**src/rtl/bram_arbiter_pkg.sv**
```systemverilog
// Shared types for the two-port BRAM arbiter: requester identity and read-tag format.
package bram_arbiter_pkg;

    // Owner bit of a read tag: 0 = requester a, 1 = requester b.
    typedef enum logic {
        OWNER_A = 1'b0,
        OWNER_B = 1'b1
    } owner_e;

    typedef struct packed {
        logic   valid;
        owner_e owner;
    } read_tag_t;

    localparam read_tag_t TAG_IDLE = '{valid: 1'b0, owner: OWNER_A};

endpackage

```
**src/rtl/bram_arbiter_rr.sv**
```systemverilog
// Two-input round-robin grant: a lone requester wins outright, a tie goes to
// whichever side was not granted most recently.
module rr_arbiter2
    import bram_arbiter_pkg::*;
(
    input  logic   req_a,
    input  logic   req_b,
    input  owner_e last_grant,
    output logic   gnt_a,
    output logic   gnt_b
);

    always_comb begin
        gnt_a = 1'b0;
        gnt_b = 1'b0;
        if (req_a && (!req_b || last_grant == OWNER_B)) begin
            gnt_a = 1'b1;
        end else if (req_b) begin
            gnt_b = 1'b1;
        end
    end

endmodule

```
**src/rtl/bram_arbiter.sv**
```systemverilog
// Arbitrates two requesters onto one single-port BRAM with zero-wait acks,
// round-robin on ties, and in-order read-data return two cycles after ack.
module bram_arbiter
    import bram_arbiter_pkg::*;
#(
    parameter int ADDRESS_BITWIDTH = 13,
    parameter int DATA_BITWIDTH    = 32
) (
    input  logic                        sys_clk,
    input  logic                        sys_rst_n,

    input  logic                        a_req,
    input  logic                        a_we,
    input  logic [ADDRESS_BITWIDTH-1:0] a_addr,
    input  logic [DATA_BITWIDTH-1:0]    a_wdata,
    output logic                        a_ack,
    output logic                        a_rvalid,
    output logic [DATA_BITWIDTH-1:0]    a_rdata,

    input  logic                        b_req,
    input  logic                        b_we,
    input  logic [ADDRESS_BITWIDTH-1:0] b_addr,
    input  logic [DATA_BITWIDTH-1:0]    b_wdata,
    output logic                        b_ack,
    output logic                        b_rvalid,
    output logic [DATA_BITWIDTH-1:0]    b_rdata,

    output logic                        mem_we,
    output logic [ADDRESS_BITWIDTH-1:0] mem_addr,
    output logic [DATA_BITWIDTH-1:0]    mem_din,
    input  logic [DATA_BITWIDTH-1:0]    mem_dout
);

    logic                        gnt_a;
    logic                        gnt_b;
    logic                        any_ack;
    logic                        sel_we;
    logic [ADDRESS_BITWIDTH-1:0] sel_addr;
    logic [DATA_BITWIDTH-1:0]    sel_wdata;

    logic                        mem_we_q,     mem_we_d;
    logic [ADDRESS_BITWIDTH-1:0] mem_addr_q,   mem_addr_d;
    logic [DATA_BITWIDTH-1:0]    mem_din_q,    mem_din_d;
    read_tag_t                   tag_q,        tag_d;
    logic                        a_rvalid_q,   a_rvalid_d;
    logic                        b_rvalid_q,   b_rvalid_d;
    owner_e                      last_grant_q, last_grant_d;

    rr_arbiter2 u_rr (
        .req_a      (a_req),
        .req_b      (b_req),
        .last_grant (last_grant_q),
        .gnt_a      (gnt_a),
        .gnt_b      (gnt_b)
    );

    // Acks are suppressed while reset is held so no operation is accepted then.
    assign a_ack   = gnt_a & sys_rst_n;
    assign b_ack   = gnt_b & sys_rst_n;
    assign any_ack = a_ack | b_ack;

    always_comb begin
        sel_we    = a_we;
        sel_addr  = a_addr;
        sel_wdata = a_wdata;
        if (b_ack) begin
            sel_we    = b_we;
            sel_addr  = b_addr;
            sel_wdata = b_wdata;
        end
    end

    always_comb begin
        mem_we_d     = 1'b0;
        mem_addr_d   = mem_addr_q;
        mem_din_d    = mem_din_q;
        last_grant_d = last_grant_q;
        tag_d        = TAG_IDLE;
        if (any_ack) begin
            mem_we_d     = sel_we;
            mem_addr_d   = sel_addr;
            mem_din_d    = sel_wdata;
            last_grant_d = a_ack ? OWNER_A : OWNER_B;
            tag_d.valid  = !sel_we;
            tag_d.owner  = a_ack ? OWNER_A : OWNER_B;
        end
        // Second tag stage is the rvalid flops themselves, aligned with mem_dout.
        a_rvalid_d = tag_q.valid && (tag_q.owner == OWNER_A);
        b_rvalid_d = tag_q.valid && (tag_q.owner == OWNER_B);
    end

    always_ff @(posedge sys_clk) begin
        if (!sys_rst_n) begin
            mem_we_q     <= 1'b0;
            mem_addr_q   <= '0;
            mem_din_q    <= '0;
            tag_q        <= TAG_IDLE;
            a_rvalid_q   <= 1'b0;
            b_rvalid_q   <= 1'b0;
            last_grant_q <= OWNER_B;
        end else begin
            mem_we_q     <= mem_we_d;
            mem_addr_q   <= mem_addr_d;
            mem_din_q    <= mem_din_d;
            tag_q        <= tag_d;
            a_rvalid_q   <= a_rvalid_d;
            b_rvalid_q   <= b_rvalid_d;
            last_grant_q <= last_grant_d;
        end
    end

    assign mem_we   = mem_we_q;
    assign mem_addr = mem_addr_q;
    assign mem_din  = mem_din_q;
    assign a_rvalid = a_rvalid_q;
    assign b_rvalid = b_rvalid_q;
    assign a_rdata  = mem_dout;
    assign b_rdata  = mem_dout;

endmodule

```
**config.mk**
```make
export PLATFORM = sky130hd
export DESIGN_NAME = bram_arbiter
export DESIGN_NICKNAME = d
export VERILOG_FILES = /design/src/rtl/bram_arbiter_pkg.sv /design/src/rtl/bram_arbiter_rr.sv /design/src/rtl/bram_arbiter.sv
export SDC_FILE = /design/constraint.sdc
export NUM_CORES = 1
export LEC_CHECK = 0
export BUFFER_PORTS_ARGS = -buffer_cell sky130_fd_sc_hd__buf_2
export CORE_ASPECT_RATIO = 2
export CORE_MARGIN = 1
export CORE_UTILIZATION = 25
export CTS_CLUSTER_DIAMETER = 40
export DETAILED_ROUTE_END_ITERATION = 8
export GPL_TIMING_DRIVEN = 0
export RECOVER_POWER = 25
export SYNTH_ARGS = -nofsm -noshare
export SYNTH_HDL_FRONTEND = slang
export SYNTH_SLANG_ARGS = --single-unit
```
**constraint.sdc**
```tcl
create_clock -name sys_clk -period 2.5 [get_ports sys_clk]
set_input_delay 0.5 -clock sys_clk [delete_from_list [all_inputs] [get_ports sys_clk]]
set_output_delay 0.5 -clock sys_clk [all_outputs]
set_load 0.01 [all_outputs]
```
### Yosys cells after proc, flatten, opt, wreduce, memory -nomap -nowiden

Cells that the tools add are included.

| cells by class | value |
|---|---|
| multiplexer cells | 7 |
| bitwise operators | 4 |
| reduce and logical (&&, ||, !) cells | 7 |

Operators with widths:

| cell | count |
|---|---|
| 32-bit 2-to-1 mux | 1 |
| 13-bit 2-to-1 mux | 1 |
| 1-bit 2-to-1 mux | 5 |
| 1-bit logical AND | 3 |
| 1-bit AND | 2 |
| 1-bit zero test | 2 |
| 2-bit AND reduction | 1 |
| 1-bit logical OR | 1 |
| 1-bit inverter | 1 |
| 1-bit OR | 1 |

| word-level totals | value |
|---|---|
| flip-flop bits (word level) | 51 |
| input bits | 128 |
| output and inout bits | 114 |
| logic and storage cells | 26 |

### Depth between registers and ports, before layout

Gate-level depths: netlist of the first run.

| logic depth | value |
|---|---|
| depth after elaboration | 7 |
| gate-level depth with buffers | 6 |
| mapped depth without buffers | 3 |

### By module

Synthesis of the first run repeated with hierarchy kept, for this count alone.

| unflattened totals | value |
|---|---|
| cell total of the unflattened synthesis | 289 |
| area total of the unflattened synthesis | 3179.3 µm² |

Modules (own cells, without submodules):

| module | instances | cells an instance | area each (µm²) | seq. area each (µm²) |
|---|---|---|---|---|
| bram_arbiter | 1 | 286 | 3160.5 | 1021.0 |
| rr_arbiter2 | 1 | 3 | 18.8 | 0.0 |

### Worst setup path before layout of the first run

No wires, ideal clock.

| path | value |
|---|---|
| path kind | in2out |
| start point | input a_req |
| end point | output b_ack |
| arrival time | 1.118 ns |
| required time | 2.000 ns |
| path slack | 0.882 ns |
| stages on the path | 4 |
| path buffers | 2 |
| cell sequence | buf_4 and2_1 nor2_1 buf_2 |

| on the way | value |
|---|---|
| cells in the longest elaborated chain, start to end | 3 |

Ends and longest elaborated chain:

| item | line | RTL |
|---|---|---|
| from (decl) | bram_arbiter.sv:12 | `input logic a_req,` |
| 1-bit logical AND | bram_arbiter_rr.sv:16 | `if (req_a && (!req_b \|\| last_grant == OWNER_B)) begin` |
| 1-bit 2-to-1 mux | bram_arbiter_rr.sv:16 |  |
| 1-bit AND | bram_arbiter.sv:59 | `assign b_ack = gnt_b & sys_rst_n;` |
| to (decl) | bram_arbiter.sv:24 | `output logic b_ack,` |

No other way between the ends.

### Worst setup path in the final report of the first run

| path | value |
|---|---|
| start point | input sys_rst_n |
| end point | register mem_addr_q[1], in the netlist mem_addr[1] |

| on the way | value |
|---|---|
| cells in the longest elaborated chain, start to end | 2 |
| elaborated cells on any way between the ends | 4 |
| those cells by class | 1 x mux; 3 x bitwise |

Ends and longest elaborated chain:

| item | line | RTL |
|---|---|---|
| from (decl) | bram_arbiter.sv:10 | `input logic sys_rst_n,` |
| 1-bit AND, on equally long branches | bram_arbiter.sv:59, bram_arbiter.sv:58 |  |
| 13-bit 2-to-1 mux / 1-bit OR (equally long branches) | bram_arbiter.sv:66, bram_arbiter.sv:60 |  |
| to (signal assigned) | bram_arbiter.sv:103 | `mem_addr_q <= mem_addr_d;` |
| to (decl) | bram_arbiter.sv:42 | `logic [ADDRESS_BITWIDTH-1:0] mem_addr_q, mem_addr_d;` |

Several ways; a longest one is shown, not always the timed one.
A chain may end at the register's enable or synchronous reset.

==> flow_summary.yaml, run 1 <==
yosys:
  ys_seq_area_frac: 0.347
  synth_cell_types: 21
  syn_inst: 335
  synth-seq-cells: 51
  synth_nets: 463
  syn_area_um2: 2940
  ys_warn_count: 0
  avgSynthCellArea_um2: 8.79
sta:
  finalHoldViolCount: 0
  rsz0062_at_grt: "false"
  setup_tns_ns: 0
  worst_slew_pin_slew_ns: 1.36
  fmax_ghz: 0.469
  fin_worst_skew_ns: 0.00340
  setup_violations: 0
  slew_viol_final: 0
  finalCriticalPeriod_ns: 2.13
  period_share: 0.854
  relSlewSlack: 0.0918
drt:
  postRouteAntennaNets: 0
  num_vias: 3540
  drc_errors: 0
  wl_per_cell_um: 16.5
  routed_wirelength_um: 11400
  drt-vias-per-instance: 5.12
  drtPass1Iterations: 4
  drtIter0Drc: 241
setup_path:
  path_depth: 4
  path_max_fanout: 10
  end_kind: "flop"
  crit_buf_inv: 2
  cp-start-kind: "input pin"
  crit_top_cell: "buf_2"
  cp_cell_sequence: "buf_2, nor3b_1, buf_2, a221o_1"
  cp_slowest_cell: "nor3b_1"
  cpLargestDelayFamily: "simple AND/OR/NAND/NOR gates"
  rr_worst_depth: 6
  arrival_ns: 2.37
  required_ns: 2.74
  slowest_delay_ns: 1.09
  critPathKind: "input pin to flop"
clock_network:
  cts_setup_buffers: 0
  h-tree-depth: 2
  cts.repair.resized: 0
  cts_tree: "yes"
  clock_latency_ns: 0.29
  postCtsHoldBufs: 0
  root_buffer: "clkbuf_16"
  numCtsBuffers: 5
  path_clk_slew_ns: 0.07
  cts_buffer_depth: 2
  cts_sinks: 51
placed_design:
  port-buffer-count: 207
  dp_hpwl_um: 8960
  gp_congestion: 0.830
grt:
  overflow: 0
  grtUsageMet3: 0.0217
  grt_max_degree: 15
  grt_util_met2: 0.347
  grt_usage: 0.179
  antenna_found_initial: 0
  grt_use_met1: 0.176
  grt.busiest_layer: "met2"
  grt_pass1_wl_um: 16800
  grt_pass1_vias: 3430
hold_path:
  hold_class: "flop to flop"
  whs_path_depth: 1
layout:
  antenna_cells: 0
  seqCellArea_um2: 1020
  drive_gt1_frac: 0.490
  fin_nets: 677
  fillers: 1204
  multi_input_area_um2: 1220
  syn_to_final_growth_pct: 44.1
  utilization: 0.374
power_and_ir_drop:
  p_leak_nw: 2.06
  p_per_area_nw_per_um2: 508
  ir_worst_vdd_mv: 0.350
floorplanning:
  io_pins: 242
  initial_utilization: 0.259
  core_area_um2: 11400
  die_w_um: 78.7
  die_height_um: 155
  die-area_um2: 12200
  num_rows: 55
outcome:
  status: "finished clean"
flow_run:
  max_cap_viol_count: 0
-- through the flow --
stage / worst slack [ns] / power [mW] / cell area (um^2) / std cells / hold WS [ns]
floorplan: 0.882 / 1.24 / 2940 / 335 / 0.383
global placement: 0.614 / 1.49 / 4160 / 684 / 0.392
detailed placement: 0.621 / 1.50 / 4160 / 684 / 0.406
CTS: 0.444 / 2.19 / 4300 / 691 / 0.416
global route: 0.228 / 2.26 / 4240 / 691 / 0.420
finish: 0.366 / 2.16 / 4240 / 691 / 0.418
-- cells in the mapped netlist --
master	instances	area share
buf_1	1	0.0013
and3b_1	1	0.0030
nand2_1	38	0.048
o2111a_1	10	0.038
buf_2	24	0.041
inv_2	3	0.0038
o2111ai_1	71	0.21
o21ai_1	1	0.0017
clkbuf_1	13	0.017
a221o_1	10	0.034
dfxtp_1	51	0.35
and3_1	2	0.0042
nor2_1	3	0.0038
o211ai_1	1	0.0026
a21oi_1	1	0.0017
buf_4	66	0.17
and2_1	1	0.0021
buf_6	1	0.0038
o21ai_0	1	0.0017
nor3b_4	1	0.0064
nand3_1	35	0.059
-- worst reg2reg max path: cells and delay by family (launching register included) --
family | cells | cell delay (ns)
buffers and inverters | 4 | 0.69
DFF | 1 | 0.32
AOI/OAI and AO/OA | 1 | 0.22
and+or+nand+nor | 1 | 0.10
-- kinds of logic (layout without fill, tap and decap cells) --
family / Yosys count / after routing / synth area share
AND/OR/NAND/NOR: 81 / 81 / 0.128
buffers and inverters: 108 / 322 / 0.235
AO/OA/AOI/OAI: 95 / 95 / 0.291
flip-flops: 51 / 51 / 0.347
-- routing by layer --
metal,routed length (um),vias to the layer above
met4,414,0
met3,1000,26
li1,-,1663
met2,6130,255
met5,0,-
met1,3840,1596
-- cell type report --
type / count / share of cell area
Tap cell: 142 / 0.0419
Multi-Input combinational cell: 176 / 0.288
Timing Repair Buffer: 207 / 0.233
Sequential cell: 51 / 0.241
Buffer: 105 / 0.160
Clock buffer: 6 / 0.0327
Inverter: 3 / 0.00265
Clock inverter: 1 / 0.00118
-- layout by cell type, fill, tap and decap left out, drive strengths merged --
master / Yosys / final
buf: 92 / 260
nand2: 38 / 38
and3b: 1 / 1
dfxtp: 51 / 51
nor3b: 1 / 1
and2: 1 / 1
o21ai: 2 / 2
clkinv: 0 / 1
o211ai: 1 / 1
and3: 2 / 2
nor2: 3 / 3
clkbuf: 13 / 58
a21oi: 1 / 1
o2111a: 10 / 10
a221o: 10 / 10
o2111ai: 71 / 71
nand3: 35 / 35
inv: 3 / 3
-- sequential cells by signal, indices dropped and copies added (netlist names) --
| name | cells |
|---|---|
| mem_we | 1 |
| mem_addr | 13 |
| last_grant_q | 1 |
| b_rvalid | 1 |
| a_rvalid | 1 |
| tag_q | 2 |
| mem_din | 32 |
-- path summary, 6_finish.rpt --
path / from / end / slack, ns
worst max-delay path: sys_rst_n / mem_addr[1]$_SDFFE_PN0P_ / 0.37
worst min-delay path: tag_q[0]$_SDFF_PN0_ / a_rvalid$_SDFF_PN0_ / 0.42
worst max register to register: last_grant_q$_SDFFE_PN1P_ / mem_din[13]$_SDFFE_PN0P_ / 1.04
worst min register to register: tag_q[0]$_SDFF_PN0_ / a_rvalid$_SDFF_PN0_ / 0.42
-- where the power goes --
| part | internal, mW | switching (mW) | total (mW) | leakage (nW) |
|---|---|---|---|---|
| Sequential | 0.878 | 0.0329 | 0.911 | 0.423 |
| Combinational | 0.258 | 0.300 | 0.558 | 1.57 |
| Clock | 0.392 | 0.297 | 0.688 | 0.0727 |
Note: power is estimated with default switching activity, not from simulation.
==> run 2, diff against run 1 <==
ABC_AREA = 1   (was unset)
==> run 2 against run 1 <==
Net effect:
- final area up 0.91%
- worst hold slack got worse by 0.0016 ns
- via count decreased by 1.5%
- global-route usage shrank 1.4 points
- first-iteration DRC count fell by 64%
- sequential share of layout area decreased by 0.22 points
- critical path type is now input pin to output port
- critical endpoint is now b_ack
- largest cell class unchanged
==> flow_summary.yaml, run 2 <==
hold_path:
  hold_class: "flop to flop"
yosys:
  synth_edf_count: 0
  synth_area_leader_cell: "dfxtp_1"
  synth.top_cell.area_share: 0.346
  dominantRegCellSynth: "dfxtp_1"
  yosys-top-cells-area: "dfxtp_1, nand2_1, buf_4, nand4_1, nand3_1"
  synth-seq-cells: 51
  avgSynthCellArea_um2: 6.42
  ys_seq_area_frac: 0.346
  ys_warn_count: 0
  syn_area_um2: 2950
  synth_common_cells: "nand2_1, buf_4, dfxtp_1"
  syn_inst: 460
  yosysMostFrequentCell: "nand2_1"
  synth_cell_types: 15
  synth_nets: 588
  async_reset_ff_frac: 0
placed_design:
  dp_cells: 811
  port-buffer-count: 209
  gp_congestion: 0.760
  dp_hpwl_um: 8430
  place_area_um2: 4180
  dp_slack_ns: 0.421
power_and_ir_drop:
  p_clk_frac: 0.326
  ir_worst_vdd_mv: 0.300
  p_per_area_nw_per_um2: 528
  swShare: 0.297
  combPwrFrac: 0.267
  p_int_mw: 1.59
  p_sw_mw: 0.670
  p_seq_frac: 0.407
  p_leak_nw: 2.54
  p_total_mw: 2.26
layout:
  layout_commonest_cell: "nand2_1"
  syn_to_final_growth_pct: 45.0
  largest_reg_flops: 32
  fillers: 1343
  fin_nets: 804
  drive_gt1_frac: 0.387
  final_area_um2: 4280
  seqCellArea_um2: 1020
  mostFrequentLayoutCells: "nand2_1, buf_2, buf_4"
  instances_no_fill: 819
  antenna_cells: 0
  multi_input_area_um2: 1240
grt:
  overflow: 0
  grt_use_met1: 0.150
  grt_pass1_wl_um: 15400
  antenna_found_initial: 0
  grt.busiest_layer: "met2"
  grt_max_degree: 15
  grt_pass1_vias: 3253
  grt_usage: 0.165
  grtUsageMet3: 0.0222
  grt_util_met2: 0.345
setup_path:
  arrival_ns: 1.55
  critPathKind: "input pin to output port"
  r2r_start: "last_grant_q$_SDFFE_PN1P_"
  cp-start-kind: "input pin"
  endpoint: "b_ack"
  rr_worst_depth: 7
  required_ns: 2.00
  worstSetupStartpoint: "sys_rst_n"
  r2r_setup_slack_ns: 1.04
  r2r_end: "mem_din[17]$_SDFFE_PN0P_"
  path_max_fanout: 10
  end_kind: "output port"
clock_network:
  postCtsHoldBufs: 0
  path_clk_slew_ns: 0.06
  clock_latency_ns: 0.29
  numCtsBuffers: 5
  h-tree-depth: 2
  cts_setup_buffers: 0
  root_buffer: "clkbuf_16"
  cts_sinks: 51
  cts_tree: "yes"
  cts.repair.resized: 0
  cts_buffer_depth: 2
floorplanning:
  initial_utilization: 0.258
  die_w_um: 78.8
  io_pins: 242
  die_height_um: 156
  core_area_um2: 11400
  num_rows: 55
  die-area_um2: 12300
drt:
  postRouteAntennaNets: 0
  wl_per_cell_um: 12.6
  drtIter0Drc: 87
  routed_wirelength_um: 10300
  drtPass1Iterations: 4
  drc_errors: 0
  drt-vias-per-instance: 4.26
  num_vias: 3486
sta:
  finalCriticalPeriod_ns: 2.05
  slew_viol_final: 0
  setup_slack_ns: 0.449
  period_share: 0.820
  fin_worst_skew_ns: 0.00511
  worst_slew_pin_slew_ns: 0.557
  fmax_ghz: 0.488
  finalHoldViolCount: 0
  relSlewSlack: 0.628
  setup_violations: 0
  setup_tns_ns: 0
  rsz0062_at_grt: "false"
outcome:
  status: "finished clean"
flow_run:
  max_cap_viol_count: 0
==> run 2: final cells by class <==
type | instances | share of cell area
tap | 142 | 0.0415
timing repair buffer | 209 | 0.233
buffer | 92 | 0.144
multi-input combinational | 297 | 0.289
sequential | 51 | 0.239
clock buffer | 8 | 0.0365
inverter | 20 | 0.0175
==> run 2: worst min-delay path by stage <==
stage                        startpoint                   to  depth (start not counted)
floorplan           tag_q[0]$_SDFF_PN0_  a_rvalid$_SDFF_PN0_                          1
global placement    tag_q[0]$_SDFF_PN0_  a_rvalid$_SDFF_PN0_                          1
detailed placement  tag_q[0]$_SDFF_PN0_  a_rvalid$_SDFF_PN0_                          1
CTS                 tag_q[0]$_SDFF_PN0_  a_rvalid$_SDFF_PN0_                          1
global route        tag_q[0]$_SDFF_PN0_  a_rvalid$_SDFF_PN0_                          1
finish              tag_q[0]$_SDFF_PN0_  a_rvalid$_SDFF_PN0_                          1
==> run 2: power by group through the flow <==
stage / Clock (mW) / Combinational [mW] / Sequential [mW]
6_report: 0.737 / 0.602 / 0.920
2_1_floorplan: 0 / 0.318 / 0.972
5_1_grt: 0.798 / 0.672 / 0.929
3_5_place_dp: 0 / 0.623 / 0.939
3_3_place_gp: 0 / 0.620 / 0.936
4_1_cts: 0.766 / 0.625 / 0.921
==> run 2: logic make-up after synthesis <==
family,Yosys count,synth area share
buffers and inverters,112,0.234
AOI/OAI and AO/OA,2,0.00424
DFF,51,0.346
and+or+nand+nor,295,0.415
==> run 2: critical path, stage by stage <==
cell	delay [ns]
clkbuf_1	0.14
nand2_1	0.08
inv_2	0.08
nand2_2	0.13
inv_2	0.18
buf_2	0.26
buf_2	0.17
==> run 2: stage by stage <==
step / hold slack [ns] / util
2_1_floorplan: 0.391 / -
3_3_place_gp: 0.415 / 0.365
6_report: 0.416 / 0.375
3_5_place_dp: 0.410 / 0.365
4_1_cts: 0.419 / 0.379
5_1_grt: 0.441 / 0.375
==> run 2: per-layer routing <==
metal / vias to the layer above / routed length (um) / share of wire
met5: - / 0 / 0
met4: 0 / 287 / 0.028
met3: 17 / 726 / 0.070
met2: 176 / 5950 / 0.58
met1: 1493 / 3350 / 0.32
li1: 1800 / - / -
==> run 3, diff against run 2 <==
clock period = 1.8 ns   (was 2.5 ns; I/O delays follow)
==> run 3 against run 2 <==
Net effect:
- global-route usage unchanged
- sequential cell count unchanged
- non-clock buffer count is 2 lower
- critical endpoint unchanged
==> flow_summary.yaml, run 3 (same netlist as run 2, synthesis figures left out) <==
layout:
  drive_gt1_frac: 0.385
  antenna_cells: 0
  instances_no_fill: 817
  largest_reg_flops: 32
  fillers: 1341
  fin_nets: 802
  final_area_um2: 4280
  syn_to_final_growth_pct: 44.8
  mostFrequentLayoutCells: "nand2_1, buf_2, buf_4"
  layout_commonest_cell: "nand2_1"
drt:
  drtPass1Iterations: 4
  postRouteAntennaNets: 0
  routed_wirelength_um: 10300
  drtIter0Drc: 84
  num_vias: 3466
  wl_per_cell_um: 12.6
  drc_errors: 0
  drt-vias-per-instance: 4.24
power_and_ir_drop:
  p_seq_frac: 0.407
  p_leak_nw: 2.53
  swShare: 0.297
  p_clk_frac: 0.326
  p_total_mw: 3.14
  combPwrFrac: 0.266
  p_per_area_nw_per_um2: 734
  p_sw_mw: 0.932
  p_int_mw: 2.21
  ir_worst_vdd_mv: 0.416
floorplanning:
  num_rows: 55
  initial_utilization: 0.258
  core_area_um2: 11400
  io_pins: 242
  die_w_um: 78.8
  die-area_um2: 12300
  die_height_um: 156
hold_path:
  whs_path_depth: 2
  hold_path_startpoint: "a_req"
  hold-path-endpoint: "last_grant_q$_SDFFE_PN1P_"
  hold_class: "input pin to flop"
setup_path:
  r2r_setup_slack_ns: 0.31
  r2r_end: "mem_din[17]$_SDFFE_PN0P_"
  critPathKind: "flop to output port"
  end_kind: "output port"
  arrival_ns: 1.30
  r2r_start: "last_grant_q$_SDFFE_PN1P_"
  cp-start-kind: "flop"
  required_ns: 1.44
  rr_worst_depth: 7
  path_max_fanout: 17
grt:
  antenna_found_initial: 0
  grt_max_degree: 20
  grt_usage: 0.165
  grt_pass1_vias: 3252
  overflow: 0
  grt_pass1_wl_um: 15300
clock_network:
  h-tree-depth: 2
  cts_sinks: 51
  cts_buffer_depth: 2
  numCtsBuffers: 5
  root_buffer: "clkbuf_16"
  postCtsHoldBufs: 0
  clock_latency_ns: 0.29
  path_clk_slew_ns: 0.07
  cts.repair.resized: 2
  cts_tree: "yes"
  cts_setup_buffers: 0
sta:
  relSlewSlack: 0.662
  setup_violations: 0
  finalCriticalPeriod_ns: 1.66
  finalHoldViolCount: 0
  rsz0062_at_grt: "false"
  setup_tns_ns: 0
  fin_worst_skew_ns: 0.00470
  worst_slew_pin_slew_ns: 0.507
  hold_slack_ns: 0.320
  slew_viol_final: 0
  fmax_ghz: 0.603
  period_share: 0.922
placed_design:
  dp_cells: 811
  place_area_um2: 4180
  port-buffer-count: 209
  gp_congestion: 0.760
  dp_hpwl_um: 8430
flow_run:
  max_cap_viol_count: 0
outcome:
  status: "finished clean"
[run 3: changes by cell type in the layout (fill, tap and decap cells not counted)]
cell,delta
buf_4,+1
buf_2,-3
inv_4,+1
inv_2,-1
[run 3: worst max-delay path by stage]
| stage | cells past startpoint | startpoint | endpoint |
|---|---|---|---|
| after global routing | 6 | last_grant_q$_SDFFE_PN1P_ | a_ack |
| after CTS | 4 | last_grant_q$_SDFFE_PN1P_ | b_ack |
| after floorplan | 5 | b_req | a_ack |
| after global placement | 6 | a_req | b_ack |
| after detailed placement | 6 | a_req | b_ack |
| final | 4 | last_grant_q$_SDFFE_PN1P_ | b_ack |
[run 3: power by group through the flow]
| stage | sequential, mW | clock (mW) | combinational [mW] |
|---|---|---|---|
| floorplan | 1.35 | 0 | 0.441 |
| finish | 1.28 | 1.02 | 0.836 |
| global route | 1.29 | 1.11 | 0.932 |
| CTS | 1.28 | 1.06 | 0.867 |
| detailed placement | 1.30 | 0 | 0.865 |
| global placement | 1.30 | 0 | 0.861 |
[run 3: metal layers]
layer  wire length (um)  track usage  vias up
met1               3350        0.150     1480
met5                  0            0        -
met4                257       0.0649        0
met2               5970        0.346      174
li1                   -            -     1797
met3                723       0.0222       15
[run 3: cell type report]
class	instances	area (um^2)	area share
Multi-Input combinational cell	297	1240	0.290
Sequential cell	51	1020	0.239
Timing Repair Buffer	209	995	0.233
Buffer	90	609	0.143
Tap cell	142	178	0.0416
Clock buffer	8	156	0.0366
Inverter	20	77.6	0.0181
[run 3: metrics by stage]
step	setup WS, ns	util
2_1_floorplan	0.501	-
3_3_place_gp	0.0103	0.365
3_5_place_dp	0.00112	0.365
4_1_cts	0.0923	0.379
5_1_grt	0.0352	0.374
6_report	0.141	0.374
[run 3: critical path, cell delays in order (launching register included)]
cell	delay, ns
dfxtp_1	0.31
nand2_1	0.13
nand2_2	0.17
inv_4	0.22
buf_2	0.17
